## config.mk

```make
export PLATFORM = sky130hd
export DESIGN_NAME = mem_boot_arbiter
export DESIGN_NICKNAME = d
export VERILOG_FILES = /design/src/rtl/mem_boot_arbiter.sv
export SDC_FILE = /design/constraint.sdc
export NUM_CORES = 1
export LEC_CHECK = 0
export ABC_AREA = 1
export CAP_MARGIN = 10
export CELL_PAD_IN_SITES_DETAIL_PLACEMENT = 1
export CELL_PAD_IN_SITES_GLOBAL_PLACEMENT = 2
export CORE_MARGIN = 5
export CORE_UTILIZATION = 11
export DETAILED_ROUTE_END_ITERATION = 7
export GPL_TIMING_DRIVEN = 1
export HOLD_SLACK_MARGIN = 0.12
export PLACE_DENSITY_LB_ADDON = 0.1
export SYNTH_ARGS = -nofsm -noshare
export SYNTH_HDL_FRONTEND = slang
export SYNTH_SLANG_ARGS = --single-unit
```

## constraint.sdc

```tcl
create_clock -name clk -period 1.9 [get_ports clk]
set_input_delay 0.285 -clock clk [delete_from_list [all_inputs] [get_ports clk]]
set_output_delay 0.285 -clock clk [all_outputs]
set_load 0.01 [all_outputs]
```

## src/rtl/mem_boot_arbiter.sv

```systemverilog
// mem_boot_arbiter: boot-time loader / CPU / debug arbiter for a single-port
// 16x8 memory with combinational read and clocked write.
// LOAD state: the host streams a program image into memory while the CPU is
// held in reset. RUN state: the CPU owns the memory. Debug reads are slotted
// into idle CPU cycles.
// Build option: define MEM_BOOT_ARBITER_DEBUG_EN to add the dbg_* read port.
// Without it, the memory mux selects only between the loader and the CPU.
module mem_boot_arbiter (
  input  logic       clk,
  input  logic       clr,
  input  logic       host_valid,
  input  logic [7:0] host_data,
  input  logic       host_last,
  output logic       host_ready,
  input  logic       host_reload,
  input  logic       cpu_read,
  input  logic       cpu_write,
  input  logic [3:0] cpu_address,
  input  logic [7:0] cpu_memoryIn,
  output logic [7:0] cpu_memoryOut,
  output logic       cpu_clr,
  // NOTE: the memory array lives outside this block, so clr never clears the
  // program image; only control state is reset here.
  output logic       mem_read,
  output logic       mem_write,
  output logic [3:0] mem_address,
  output logic [7:0] mem_din,
  input  logic [7:0] mem_dout,
  output logic       boot_done
`ifdef MEM_BOOT_ARBITER_DEBUG_EN
  ,
  input  logic       dbg_req,
  input  logic [3:0] dbg_addr,
  output logic       dbg_ack,
  output logic [7:0] dbg_data
`endif
);

  localparam logic [0:0] LOAD = 1'b0;
  localparam logic [0:0] RUN  = 1'b1;

  logic [0:0] state;
  logic [3:0] loadPtr;
  logic       loadEnd;
  logic       dbgGrant;
  logic [3:0] dbgAddr;

  // The image ends on an explicit last byte or when the final address is filled.
  assign loadEnd = host_last || (loadPtr == 4'hF);

  // Load/run sequencing; the pointer restarts at 0 whenever a load begins or ends.
  // NOTE: state registers use non-blocking assignments so every flop samples
  // pre-edge values regardless of block ordering.
  always_ff @(posedge clk) begin
    if (clr) begin
      state   <= LOAD;
      loadPtr <= '0;
    end else if (state == LOAD) begin
      if (host_valid) begin
        if (loadEnd) begin
          state   <= RUN;
          loadPtr <= '0;
        end else begin
          loadPtr <= loadPtr + 4'd1;
        end
      end
    end else if (host_reload) begin
      state   <= LOAD;
      loadPtr <= '0;
    end
  end

`ifdef MEM_BOOT_ARBITER_DEBUG_EN
  // A debug read only borrows a RUN cycle the CPU leaves idle; the ack cycle
  // itself is never granted, so a held request cannot retrigger early.
  assign dbgGrant = (state == RUN) && !clr && dbg_req && !dbg_ack &&
                    !cpu_read && !cpu_write && !host_reload;
  assign dbgAddr  = dbg_addr;

  // Capture the granted byte and acknowledge it one cycle later.
  always_ff @(posedge clk) begin
    if (clr) begin
      dbg_ack  <= 1'b0;
      dbg_data <= 8'h00;
    end else begin
      dbg_ack <= dbgGrant;
      if (dbgGrant) begin
        dbg_data <= mem_dout;
      end
    end
  end
`else
  assign dbgGrant = 1'b0;
  assign dbgAddr  = 4'h0;
`endif

  // Memory ownership mux and status outputs; clr forces the LOAD-state view.
  // NOTE: every output gets a default first so no path can infer a latch.
  always_comb begin
    host_ready  = clr || (state == LOAD);
    cpu_clr     = clr || (state == LOAD);
    boot_done   = !clr && (state == RUN);
    mem_read    = 1'b0;
    mem_write   = 1'b0;
    mem_address = loadPtr;
    mem_din     = host_data;
    if (clr) begin
      // Hold the memory quiet while reset is applied.
    end else if (state == LOAD) begin
      mem_write = host_valid;
    end else if (dbgGrant) begin
      mem_read    = 1'b1;
      mem_address = dbgAddr;
      mem_din     = cpu_memoryIn;
    end else begin
      mem_read    = cpu_read;
      mem_write   = cpu_write;
      mem_address = cpu_address;
      mem_din     = cpu_memoryIn;
    end
  end

  assign cpu_memoryOut = mem_dout;

endmodule

```

==> out/metrics.yaml <==
global_route:
  grt_pass1_wl_um: 3594
  grt-ovfl-total: 0
  track_usage_pct: 7.467
  antenna_found_initial: 0
  grt_max_degree: 17
  grt_pass1_vias: 749
worst_setup_path:
  crit_fanout: 16
  crit_start: "clr"
  worstPathRequired_ns: 1.62
  critical_path_arrival_ns: 1.56
  r2r-start: "loadPtr[0]$_SDFFE_PP0P_"
  start_kind: "primary input"
  crit_type: "in -> out"
  crit_path_end_kind: "output port"
cells_and_area:
  stdcell_count: 187
  final_cell_mix: "nand2_1 (48), clkdlybuf4s50_1 (28), dlygate4sd2_1 (11), buf_4 (6)"
  fin_util_pct: 22.97
  final_common_cell: "nand2_1"
  area.growth.synth_to_final_pct: 100.2
  fin_area_um2: 1007
  num-nets-final: 172
  antennaDiodeCount: 0
  layout-drive-gt1-share_pct: 12.59
timing:
  slew_headroom_pct: 86.24
  setup_viol: 0
  rsz0062_at_grt: "no"
  report.final.slew_viol_count: 0
  fin_crit_sh_pct: 96.96
  clock.fmax_ghz: 0.5428
  period_needed_ns: 1.842
  tightestPinTransition_ns: 0.2056
  finalHoldViolations: 0
  finClkSkew_ns: 0.0003025
logic_synthesis:
  synthSimpleGateAreaFrac_pct: 44.53
  yosys_register_bits: 5
  muxShareOfSynthArea_pct: 0
  synth_top_area_cell: "nand2_1"
  synth.avg_cell_area_um2: 5.467
  synth.top_cells.by_area: "nand2_1 (36%), dfxtp_1 (20%), buf_4 (13%)"
  syn-cell-area_um2: 503.0
  synth-adder-area-share_pct: 2.488
  synth_top_area_share_pct: 35.82
  synth_top_family_by_area: "simple AND/OR/NAND/NOR gates"
  yosys_warnings: 0
  syn_nets: 128
  synth-xor-area-share_pct: 0
  synth-seq-area-share_pct: 19.90
  synth_compound_area_share_pct: 9.701
  syn_inst: 92
  ys_types: 16
routing:
  routedWlPerCell_um: 11.51
  drt_iter0_drc: 4
  drc: 0
  routed_wl_um: 2153
  antenna_left: 0
  drt-vias-per-instance: 3.770
  dr.pass1.iters: 2
  vias: 705
floorplanning:
  core_um2: 4384
  start_util_pct: 11.47
  die_x_um: 77.62
  die_h_um: 77.62
  die_area_um2: 6025
  row_count: 24
  design.portCount: 60
power_and_ir_drop:
  power_density_nw_per_um2: 463.6
  p_seq_share_pct: 24.4
  p_leak_uw: 0.0004841
  power_frac_comb_pct: 32.7
  sw_frac_of_total_pct: 26.09
  power.switching_uw: 121.9
  internal-power_uw: 345.1
  pwr-share-clk_pct: 42.9
  total_power_uw: 467.0
  ir_drop_mv: 0.2890
cts:
  clockBufferDepth: 2
  numCtsBuffers: 3
  clk_latency_ns: 0.22
  cts_tree: "built"
  clock_sinks: 5
  cts.clk_slew.worst_paths_ns: 0.04
  htree_levels: 1
  cts_hold_buffers: 0
  ctsRootBufferMaster: "clkbuf_8"
placed_design:
  place_congestion: 0.6362
  io_buffers: 43
  post-dp-hpwl_um: 1838
  dp.cells: 181
  placed_cell_area_um2: 952.2
worst_hold_path:
  hp-start: "loadPtr[3]$_SDFFE_PP0P_"
  hp-class: "reg -> reg"
outcome:
  status: "finished, final reports clean"
run:
  max_cap_violations: 0
-- worst paths after layout --
path,to,slack (ns),depth (start not counted)
min,loadPtr[3]$_SDFFE_PP0P_,0.50,2
max,boot_done,0.06,5
min reg2reg,loadPtr[3]$_SDFFE_PP0P_,0.50,2
max reg2reg,loadPtr[1]$_SDFFE_PP0P_,0.70,6
-- metrics by stage --
stage / TNS [ns] / worst slack (ns) / hold WS (ns)
floorplan: 0 / 0.7513 / 0.3541
global placement: -2.307 / -0.1873 / 0.4990
detailed placement: -2.636 / -0.2382 / 0.5028
CTS: 0 / 0.0009236 / 0.5077
global route: 0 / 0.003965 / 0.5553
finish: 0 / 0.05780 / 0.4999
-- flip-flops by register name, summed over array words and instances, names as in the netlist --
| name | cells |
|---|---|
| state | 1 |
| loadPtr | 4 |
-- critical path, stage by stage --
cell and delay, ns:
clkdlybuf4s50_1 0.44, inv_2 0.09, nand2_4 0.07, inv_6 0.12, clkdlybuf4s50_1 0.55
-- synthesized netlist by cell type (all sizes together) --
library cell	count
o21a	1
nand2	50
o21ai	2
nor2	4
nand4	1
ha	1
o22ai	1
dfxtp	5
buf	11
inv	9
a21oi	5
nand3	2
-- area by class of cell --
class                           instances  area [um^2]
Inverter                                9        38.79
Fill cell                             556         3377
Timing Repair Buffer                   50        467.9
Multi-Input combinational cell         67        290.3
Sequential cell                         5        100.1
Tap cell                               52        65.06
Clock buffer                            4        45.04
-- per-layer routing --
layer / vias to the layer above / part of all wire, % / GRT usage [%]
met5: - / 0 / 0
met4: 0 / 2.0 / 4.296
met3: 5 / 9.0 / 2.546
met2: 43 / 43 / 11.85
met1: 300 / 45 / 8.675
li1: 357 / - / -
-- repair_timing --
item / 4_1_cts / 5_1_grt
resized for setup: 21 / 3
pin swaps: 0 / 0
setup endpoints to repair: 16 / 6
buffers inserted: 2 / 0
-- cells by family after synthesis --
| kind of cell | Yosys count |
|---|---|
| adders and majority gates | 1 |
| and+or+nand+nor | 57 |
| AOI/OAI and AO/OA | 9 |
| buffers and inverters | 20 |
| DFF | 5 |
-- power groups by stage --
stage	sequential [uW]	combinational [uW]	clock [uW]
2_1_floorplan	115	70.3	0
3_3_place_gp	115	165	0
3_5_place_dp	115	166	0
4_1_cts	113	156	206
5_1_grt	114	169	211
6_report	114	153	200
No activity file was read; power rests on OpenSTA's default activity.
